File: src/rtl/lshift_deser_ctrl.sv
// lshift_deser_ctrl: sequences a left shift register as a framed serial-to-parallel deserializer
module lshift_deser_ctrl #(
    parameter int reg_size = 4,
    parameter int TIMEOUT  = 16
) (
    input  logic                              clk,
    input  logic                              rst,
    input  logic                              sin_valid,
    input  logic                              sin_data,
    input  logic                              sin_sof,
    output logic                              sin_ready,
    output logic                              shl,
    output logic                              d,
    input  logic [reg_size-1:0]               q_in,
    output logic                              word_valid,
    output logic [reg_size-1:0]               word_data,
    input  logic                              word_ready,
    output logic [$clog2(reg_size+1)-1:0]     bit_cnt,
    output logic                              err_sync,
    output logic                              err_timeout
);
    localparam int CW = $clog2(reg_size + 1);
    localparam int IW = $clog2(TIMEOUT + 1);
    localparam logic [1:0] IDLE  = 2'd0;
    localparam logic [1:0] SHIFT = 2'd1;
    localparam logic [1:0] FULL  = 2'd2;
    localparam logic [CW-1:0] LAST_CNT = CW'(reg_size - 1);
    localparam logic [IW-1:0] IDLE_MAX = IW'(TIMEOUT - 1);

    logic [1:0]    state;
    logic [IW-1:0] idle_cnt;
    logic          accept;

    assign sin_ready  = state != FULL;
    assign accept     = sin_valid & sin_ready;
    assign d          = sin_data;
    assign shl        = accept & (state == SHIFT | sin_sof);
    assign word_valid = state == FULL;
    assign word_data  = word_valid ? q_in : '0;

    always_ff @(posedge clk) begin
        if (rst) begin
            state       <= IDLE;
            bit_cnt     <= '0;
            idle_cnt    <= '0;
            err_sync    <= 1'b0;
            err_timeout <= 1'b0;
        end else begin
            err_sync    <= 1'b0;
            err_timeout <= 1'b0;
            case (state)
                IDLE: if (accept && sin_sof) begin
                    state   <= SHIFT;
                    bit_cnt <= CW'(1);
                end
                SHIFT: if (accept) begin
                    idle_cnt <= '0;
                    if (sin_sof) begin
                        bit_cnt  <= CW'(1);
                        err_sync <= 1'b1;
                    end else begin
                        bit_cnt <= bit_cnt + CW'(1);
                        if (bit_cnt == LAST_CNT) state <= FULL;
                    end
                end else if (idle_cnt == IDLE_MAX) begin
                    // stalled frame is abandoned; partial word is lost
                    state       <= IDLE;
                    bit_cnt     <= '0;
                    idle_cnt    <= '0;
                    err_timeout <= 1'b1;
                end else begin
                    idle_cnt <= idle_cnt + IW'(1);
                end
                FULL: if (word_ready) begin
                    state   <= IDLE;
                    bit_cnt <= '0;
                end
                default: state <= IDLE;
            endcase
        end
    end
endmodule

File: config.mk
export PLATFORM = sky130hd
export DESIGN_NAME = lshift_deser_ctrl
export DESIGN_NICKNAME = d
export VERILOG_FILES = /design/src/rtl/lshift_deser_ctrl.sv
export SDC_FILE = /design/constraint.sdc
export NUM_CORES = 1
export LEC_CHECK = 0
export CORE_MARGIN = 5
export CORE_UTILIZATION = 45
export DETAILED_ROUTE_END_ITERATION = 16
export HOLD_SLACK_MARGIN = 0.03
export MAX_ROUTING_LAYER = met4
export PLACE_DENSITY = 0.77
export SKIP_LAST_GASP = 1
export SYNTH_ARGS = -nofsm -noshare
export SYNTH_HDL_FRONTEND = slang
export SYNTH_SLANG_ARGS = --single-unit
File: constraint.sdc
create_clock -name clk -period 2.1 [get_ports clk]
set_input_delay 0.42 -clock clk [delete_from_list [all_inputs] [get_ports clk]]
set_output_delay 0.42 -clock clk [all_outputs]
set_load 0.02 [all_outputs]
# After elaboration in Yosys (flattened, before gate mapping)
# Index checks and enable logic that the tools add are counted.
[totals]
regBits = 12
in_bits = 10
out_inout_bits = 13
[op_classes]
n_addsub = 2
n_eq_ne = 10
n_mux = 18
bitwise_logic = 5
n_reduce_logical = 7
[ops]
columns = ["cell", "n"]
rows = [
  ["$mux 3", 5],
  ["$mux 2", 6],
  ["$mux 5", 2],
  ["$pmux 3 s3", 1],
  ["$ne 3x2->1 const B", 2],
  ["$pmux 2 s3", 1],
  ["$reduce_or 3->1", 2],
  ["$add 5x1->5 const B", 1],
  ["$eq 5x4->1 const B", 1],
  ["$reduce_and 5->1", 1],
  ["$mux 4", 1],
  ["$ne 2x2->1 const B", 2],
  ["$reduce_and 4->1", 1],
  ["$add 3x1->3 const B", 1],
  ["$eq 3x2->1 const B", 1],
  ["$ne 3x3->1 const B", 1],
  ["$reduce_bool 3->1", 1],
  ["$and 1x1->1", 2],
  ["$eq 2x1->1 const B", 1],
  ["$eq 2x2->1 const B", 1],
  ["$logic_not 2->1", 1],
  ["$mux 1", 2],
  ["$ne 2x1->1 const B", 1],
  ["$not 1->1", 2],
  ["other kinds (2)", 2],
]

# Longest topological paths before layout
# Gate-level depths: netlist (run 1).
[depth]
ltp_word = 5
depth_mapped = 7
depth_no_buf = 6

# Worst setup path after synthesis (run 1)
# Ideal clock, no wire load.
[synth_timing]
path_kind = "reg2reg"
from = "reg state[0]"
to = "reg bit_cnt[2]"
setup_ns = 0.072
arrival_time_ns = 1.707
required_ns = 2.028
slack_ns = 0.322
stages_incl_launch_ff = 8
path_buffers = 1
period_less_slack_ns = 1.778
path_cell_list = "dfxtp_1 -> inv_1 -> ha_1 -> nor2b_2 -> buf_6 -> nand3b_4 -> or4b_1 -> mux2i_1"
[synth_rtl]
columns = ["element", "line_no", "rtl"]
rows = [
  ["start, declared", "30", "logic [1:0] state;"],
  ["start signal, assigned", "43", "state <= IDLE;"],
  ["start signal, assigned", "53", "state <= SHIFT;"],
  ["start signal, assigned", "63", "if (bit_cnt == LAST_CNT) state <= FULL;"],
  ["$eq 2x2->1 *", "--", ""],
  ["named net word_valid", "15", "output logic word_valid,"],
  ["$ne 2x1->1 (no line) / $reduce_bool 3->1 (equally long branches)", "--", ""],
  ["$reduce_and 4->1 (no line)", "--", ""],
  ["end signal, assigned", "62", "bit_cnt <= bit_cnt + CW'(1);"],
  ["end, declared", "18", "output logic [$clog2(reg_size+1)-1:0] bit_cnt,"],
]
# Mark *: on every way through the listed nets, which the timed path passes. The rest lies on a longest branch.
# A chain may end at the register's enable or synchronous reset.

# Worst setup path after layout (run 1)
[layout_timing]
from = "reg state[0]"
to = "out word_data[0]"
[layout_between]
elab_chain_len = 2
[layout_rtl]
columns = ["element", "line_no", "rtl"]
rows = [
  ["$eq 2x2->1", "38", "assign word_valid = state == FULL;"],
  ["$mux 4", "39", "assign word_data = word_valid ? q_in : '0;"],
  ["end, declared", "16", "output logic [reg_size-1:0] word_data,"],
]
# No other way between the ends.

==> out/qor.yml, run 1 <==
clock_tree:
  htreeDepth: 1
  cts_buffer_depth: 2
  cts_tree: "done"
  cts_inserted_buffers: 3
  cts_num_sinks: 12
  clk_latency_ns: 0.27
  root_buffer: "clkbuf_4"
  clkTransAtPathRegs_ns: 0.07
setup_path:
  worst_setup_path_end_kind: "output port"
  cp.required_ns: 1.68
  start_kind: "flip-flop"
  path_max_fanout: 8
  crit_type: "reg2out"
  cp_data_arrival_time_ns: 1.58
  r2r-start: "state[0]"
  critPathLaunch: "state[0]"
grt:
  grt_overflow: 0
  first_global_vias: 628
  gr-usage-all-layers_pct: 14.7
  grt_first_pass_wirelength_mm: 2.91
  antenna_found_initial: 0
  grt_max_degree: 15
cells_and_area:
  drive_gt1_share_pct: 10.5
  synthToLayoutAreaGrowth_pct: 34.1
  antenna-diode-count: 0
  fin_area_mm2: 0.00101
  final_nets: 124
  finish.utilization_pct: 65.4
  final_cell_count_no_fill: 121
floorplanning:
  rows: 14
  die_height_um: 50.9
  die_area_mm2: 0.00259
  top_level_ports: 23
  core_area_mm2: 0.00154
  die_x_um: 50.9
  start_util_pct: 48.8
flow_run:
  maxCapViolCount: 0
yosys:
  syn_nets: 97
  avgSynthCellArea_um2: 9.40
  synth_top_area_cell: "dfxtp_1"
  synth_area_leaders: "dfxtp_1, ha_1, nand2b_1, mux2i_1, and2_1"
  synth_cell_types: 29
  syn_area_um2: 752
  synthCells: 80
  ys_seq_area_share_pct: 31.9
  ys_seq_elements: 12
  synth_warnings: 0
  synth.top_cell.area_share_pct: 31.9
sta:
  finalHoldViolations: 0
  drv_slew: 0
  fin_crit_sh_pct: 95.4
  max-slew-margin-rel_pct: 76.2
  finClkSkew_ns: 0.00123
  rsz0062_at_grt: "no"
  setup_violations: 0
  finalWorstSetupSlack_ns: 0.0960
  period_minus_slack_ns: 2.00
  worst_pin_slew_ns: 0.355
  fmax_mhz: 499
detailed_routing:
  avgRoutedWirePerCell_um: 13.9
  ant_nets: 0
  dr.pass1.iters: 4
  route.detailed.drc: 0
  vias: 649
  totalWireLength_mm: 1.68
  via_per_inst: 5.36
  drt_iter0_markers: 5
placed_design:
  dp.cells: 118
  dpl_cell_area_um2: 991
  pre_cts_ws_ns: -0.127
  routabilityCongestion: 0.774
  hpwl_mm: 1.29
  port_buffers: 20
pwr:
  total_leakage_power_nw: 0.465
  fin_total_pwr_uw: 771
  vdd.ir_drop.worst_mv: 0.430
  power_density_mw_per_mm2: 764
min_path:
  min_from: "idle_cnt[1]"
  hold_class: "reg2reg"
outcome:
  outcome: "finished, final reports clean"
-- flip-flops by register name, summed over array words and instances, names as in the netlist --
signal and flops:
idle_cnt 5, bit_cnt 3, state 2, err_sync 1
err_timeout 1
-- metal layers --
metal	global-route usage [%]	up-vias	share of wire, %
met2	24.6	19	51
met4	2.55	0	0.30
met3	5.52	2	5.3
met1	17.0	300	43
li1	-	328	-
met5	-	-	0
-- cell usage after synthesis, drive strengths merged --
cell,instances
nand2b,9
or2,1
nand3,2
and2,5
dfxtp,12
a21oi,4
or4b,1
nand2,1
a31oi,2
a211o,2
nor3b,1
nor2b,2
mux2i,5
nand3b,4
o21ai,3
nand4b,2
clkbuf,2
ha,7
and3,1
nor4b,1
inv,5
and3b,2
and2b,2
buf,2
a2bb2oi,1
o21a,1
-- worst max-delay path, stage by stage, from the launching register on --
cell           delay [ns]
dfxtp_1              0.38
inv_1                0.08
ha_1                 0.24
buf_4                0.17
and2_1               0.13
dlygate4sd2_1        0.32
-- metrics by stage --
stage / setup TNS (ns) / hold WS, ns
after floorplan: 0 / 0.461
after global routing: 0 / 0.526
after detailed placement: -0.164 / 0.484
final: 0 / 0.495
after global placement: -0.109 / 0.476
after CTS: 0 / 0.496
-- area by class of cell --
type / instances / area (µm²)
fill: 131 / 533
multi-input combinational: 59 / 467
sequential: 12 / 240
timing repair buffer: 26 / 240
clock buffer: 3 / 22.5
tap: 16 / 20.0
inverter: 5 / 18.8
-- cells in the final DEF, fill, tap and decap left out --
master,n
nand3_1,2
nor3b_1,1
and2b_1,2
o21a_1,1
a21oi_1,4
clkbuf_4,3
nor4b_1,1
or4b_1,1
or2_0,1
o21ai_0,3
nand3b_4,1
dlymetal6s2s_1,1
nand4b_1,2
nand2b_1,9
nand3b_1,3
and2_1,5
ha_1,7
inv_1,5
and3_1,1
nor2b_1,1
dlygate4sd2_1,6
mux2i_1,5
nor2b_2,1
a211o_1,2
dfxtp_1,12
buf_4,6
clkdlybuf4s50_1,13
nand2_1,1
and3b_1,2
a31oi_1,2
a2bb2oi_1,1
-- power breakdown --
group          leakage (nW)  internal [mW]  switching [mW]
sequential           0.0973          0.254          0.0275
combinational         0.354          0.175           0.173
clock                0.0138         0.0663          0.0744
-- kinds of logic after synthesis --
| family | count (synthesis) | synth area share, % |
|---|---|---|
| mux | 5 | 6.66 |
| flops | 12 | 31.9 |
| simple gates | 34 | 32.9 |
| compound gates | 13 | 10.8 |
| fa+ha+maj | 7 | 11.6 |
| buf+inv | 9 | 5.99 |
-- what timing repair did --
| item | in CTS | in global routing |
|---|---|---|
| hold buffers | 0 | 0 |
| setup buffers | 0 | 0 |
| resized for setup | 6 | 1 |
| setup endpoints to repair | 6 | 1 |
-- worst paths after layout --
check                               endpoint  slack, ns  cells after the start
worst max-delay path            word_data[0]        0.1                      5
worst min-delay path             idle_cnt[1]       0.49                      2
worst max register to register    bit_cnt[1]       0.24                      7
worst min register to register   idle_cnt[1]       0.49                      2
Power figures use the tool's default switching activity.
==> run 2, diff against run 1 <==
--- a/config.mk
+++ b/config.mk
@@ -5,11 +5,11 @@
 export SDC_FILE = /design/constraint.sdc
 export NUM_CORES = 1
 export LEC_CHECK = 0
+export CAP_MARGIN = 10
 export CORE_MARGIN = 5
 export CORE_UTILIZATION = 45
 export DETAILED_ROUTE_END_ITERATION = 16
 export HOLD_SLACK_MARGIN = 0.03
-export MAX_ROUTING_LAYER = met4
 export PLACE_DENSITY = 0.77
 export SKIP_LAST_GASP = 1
 export SYNTH_ARGS = -nofsm -noshare
==> run 2 against run 1 <==
Compared with the run above: first-iteration DRC count did not move; sequential power barely moved; largest power group unchanged; power rose by 0.17%; hold slack improved by 0.00090 ns; critical path depth did not move; non-clock buffer count did not move; fmax fell by 0.16%; combinational power barely moved; critical endpoint unchanged; die area did not move; critical path type unchanged; global-route usage fell by 0.42 points; final cell count did not move.
==> out/qor.yml, run 2 (synthesis results as in run 1) <==
sta:
  fmax_mhz: 498  # was 499 MHz
  finalHoldViolations: 0  # unchanged
  fin_tns_setup_ns: 0  # unchanged
  rsz0062_at_grt: "no"  # unchanged
  period_minus_slack_ns: 2.01  # was 2.00 ns
  finClkSkew_ns: 0.00133  # was 0.00123 ns
  hold_slack_ns: 0.495  # about the same
  worst_pin_slew_ns: 0.361  # was 0.355 ns
  max-slew-margin-rel_pct: 75.8  # was 76.2%
  setup_violations: 0  # unchanged
  drv_slew: 0  # unchanged
  fin_crit_sh_pct: 95.6  # was 95.4%
setup_path:
  cp.required_ns: 1.68  # about the same
  r2r-start: "state[0]"  # unchanged
  r2r_end: "bit_cnt[1]"  # unchanged
  start_kind: "flip-flop"  # unchanged
  r2r_setup_slack_ns: 0.24  # about the same
  path_max_fanout: 8  # unchanged
  crit_type: "reg2out"  # unchanged
  cp_data_arrival_time_ns: 1.59  # was 1.58 ns
  r2r_cells: 7  # unchanged
  worst_setup_path_end_kind: "output port"  # unchanged
detailed_routing:
  drt_iter0_markers: 5  # unchanged
  via_per_inst: 5.36  # unchanged
  avgRoutedWirePerCell_um: 13.9  # about the same
  dr.pass1.iters: 4  # unchanged
  ant_nets: 0  # unchanged
  totalWireLength_mm: 1.68  # about the same
  route.detailed.drc: 0  # unchanged
  vias: 649  # unchanged
floorplanning:
  rows: 14  # unchanged
  top_level_ports: 23  # unchanged
  die_area_mm2: 0.00259  # unchanged
  die_x_um: 50.9  # unchanged
  die_height_um: 50.9  # unchanged
  start_util_pct: 48.8  # unchanged
  core_area_mm2: 0.00154  # unchanged
pwr:
  power_density_mw_per_mm2: 765  # was 764 mW/mm²
  total_leakage_power_nw: 0.465  # unchanged
  clock_power_share_pct: 18.2  # about the same
  power_switching_uw: 276  # was 275 µW
  pwr-share-comb_pct: 45.3  # was 45.2%
  vdd.ir_drop.worst_mv: 0.431  # was 0.430 mV
  seq_power_share_pct: 36.5  # was 36.6%
  sw_frac_of_total_pct: 35.8  # was 35.7%
  p_int_uw: 495  # about the same
min_path:
  min_from: "idle_cnt[1]"  # unchanged
  min_path_cells: 2  # unchanged
  hold_path_end: "idle_cnt[1]"  # unchanged
  hold_class: "reg2reg"  # unchanged
clock_tree:
  clkTransAtPathRegs_ns: 0.07  # about the same
  cts_buffer_depth: 2  # unchanged
  holdBufCountCts: 0  # unchanged
  clk_latency_ns: 0.27  # about the same
  htreeDepth: 1  # unchanged
  root_buffer: "clkbuf_4"  # unchanged
  postCtsSetupBuffers: 0  # unchanged
  cts_inserted_buffers: 3  # unchanged
  cts_num_sinks: 12  # unchanged
  cts_tree: "done"  # unchanged
cells_and_area:
  regMostFlops: "idle_cnt"  # unchanged
  final_cell_mix: "clkdlybuf4s50_1, dfxtp_1, nand2b_1"  # unchanged
  multiInputGateArea_um2: 467  # unchanged
  largest_reg_flops: 5  # unchanged
  antenna-diode-count: 0  # unchanged
  nFillCells: 131  # unchanged
  drive_gt1_share_pct: 10.5  # unchanged
  top_regs: "idle_cnt: 5 flops, bit_cnt: 3 flops, state: 2 flops"  # unchanged
  ff_latch_area_um2: 240  # unchanged
  final_nets: 124  # unchanged
  synthToLayoutAreaGrowth_pct: 34.1  # unchanged
  mostFrequentLayoutCell: "clkdlybuf4s50_1"  # unchanged
outcome:
  outcome: "finished, final reports clean"  # unchanged
placed_design:
  routabilityCongestion: 0.764  # was 0.774
  port_buffers: 20  # unchanged
  hpwl_mm: 1.29  # unchanged
grt:
  grt_first_pass_wirelength_mm: 2.91  # unchanged
  gr-usage-all-layers_pct: 14.3  # was 14.7%
  antenna_found_initial: 0  # unchanged
  grt_max_degree: 15  # unchanged
  first_global_vias: 630  # was 628
  grt_overflow: 0  # unchanged
flow_run:
  maxCapViolCount: 0  # unchanged
==> run 2: cell counts in the layout (fill, tap and decap cells not counted) <==
No cell type changed its count.
==> run 2: area by class of cell <==
type | count | area share, %
timing repair buffer | 26 | 23.8
inverter | 5 | 1.86
sequential | 12 | 23.8
tap | 16 | 1.99
multi-input combinational | 59 | 46.3
clock buffer | 3 | 2.23
==> run 2: worst max-delay path, cell delays in order, from the launching register on <==
cell and delay [ns]:
dfxtp_1 0.38, inv_1 0.08, ha_1 0.24, buf_4 0.17, and2_1 0.13, dlygate4sd2_1 0.32
==> run 2: power groups by stage <==
stage                     clock [mW]  sequential, mW  combinational, mW
after floorplan                    0           0.293              0.227
after global placement             0           0.286              0.348
after detailed placement           0           0.288              0.355
after CTS                      0.144           0.282              0.351
after global routing           0.160           0.286              0.379
final                          0.141           0.282              0.349
==> run 2: worst max-delay path by stage <==
stage	startpoint	end	slack (ns)
after global placement	sin_valid	shl	-0.11
after global routing	state[0]	word_data[2]	0.02
after detailed placement	sin_valid	shl	-0.13
after CTS	state[0]	word_valid	0.001
after floorplan	state[0]	bit_cnt[2]	0.32
final	state[0]	word_data[0]	0.09
==> run 2: what timing repair did <==
item	CTS	global route
gates resized for setup	6	1
setup endpoints to repair	6	1
pin swaps	0	0
hold endpoints to repair	0	0
==> run 2: metal layers <==
layer  track usage [%]  vias up  wire length, µm
li1                  -      327                -
met1              16.8      304              723
met2              24.6       18              861
met3              5.81        0               97
met4              2.55        0                0
met5                 0        -                0
==> run 2: metrics by stage <==
| stage | instances | power (mW) | worst slack [ns] | utilization, % | instance area (µm²) |
|---|---|---|---|---|---|
| 6_report | 121 | 0.772 | 0.0927 | 65.4 | 1010 |
| 3_3_place_gp | 118 | 0.635 | -0.109 | 64.3 | 991 |
| 3_5_place_dp | 118 | 0.643 | -0.127 | 64.3 | 991 |
| 5_1_grt | 121 | 0.824 | 0.0188 | 65.4 | 1010 |
| 2_1_floorplan | 80 | 0.520 | 0.322 | - | 752 |
| 4_1_cts | 121 | 0.778 | 0.000994 | 65.3 | 1010 |
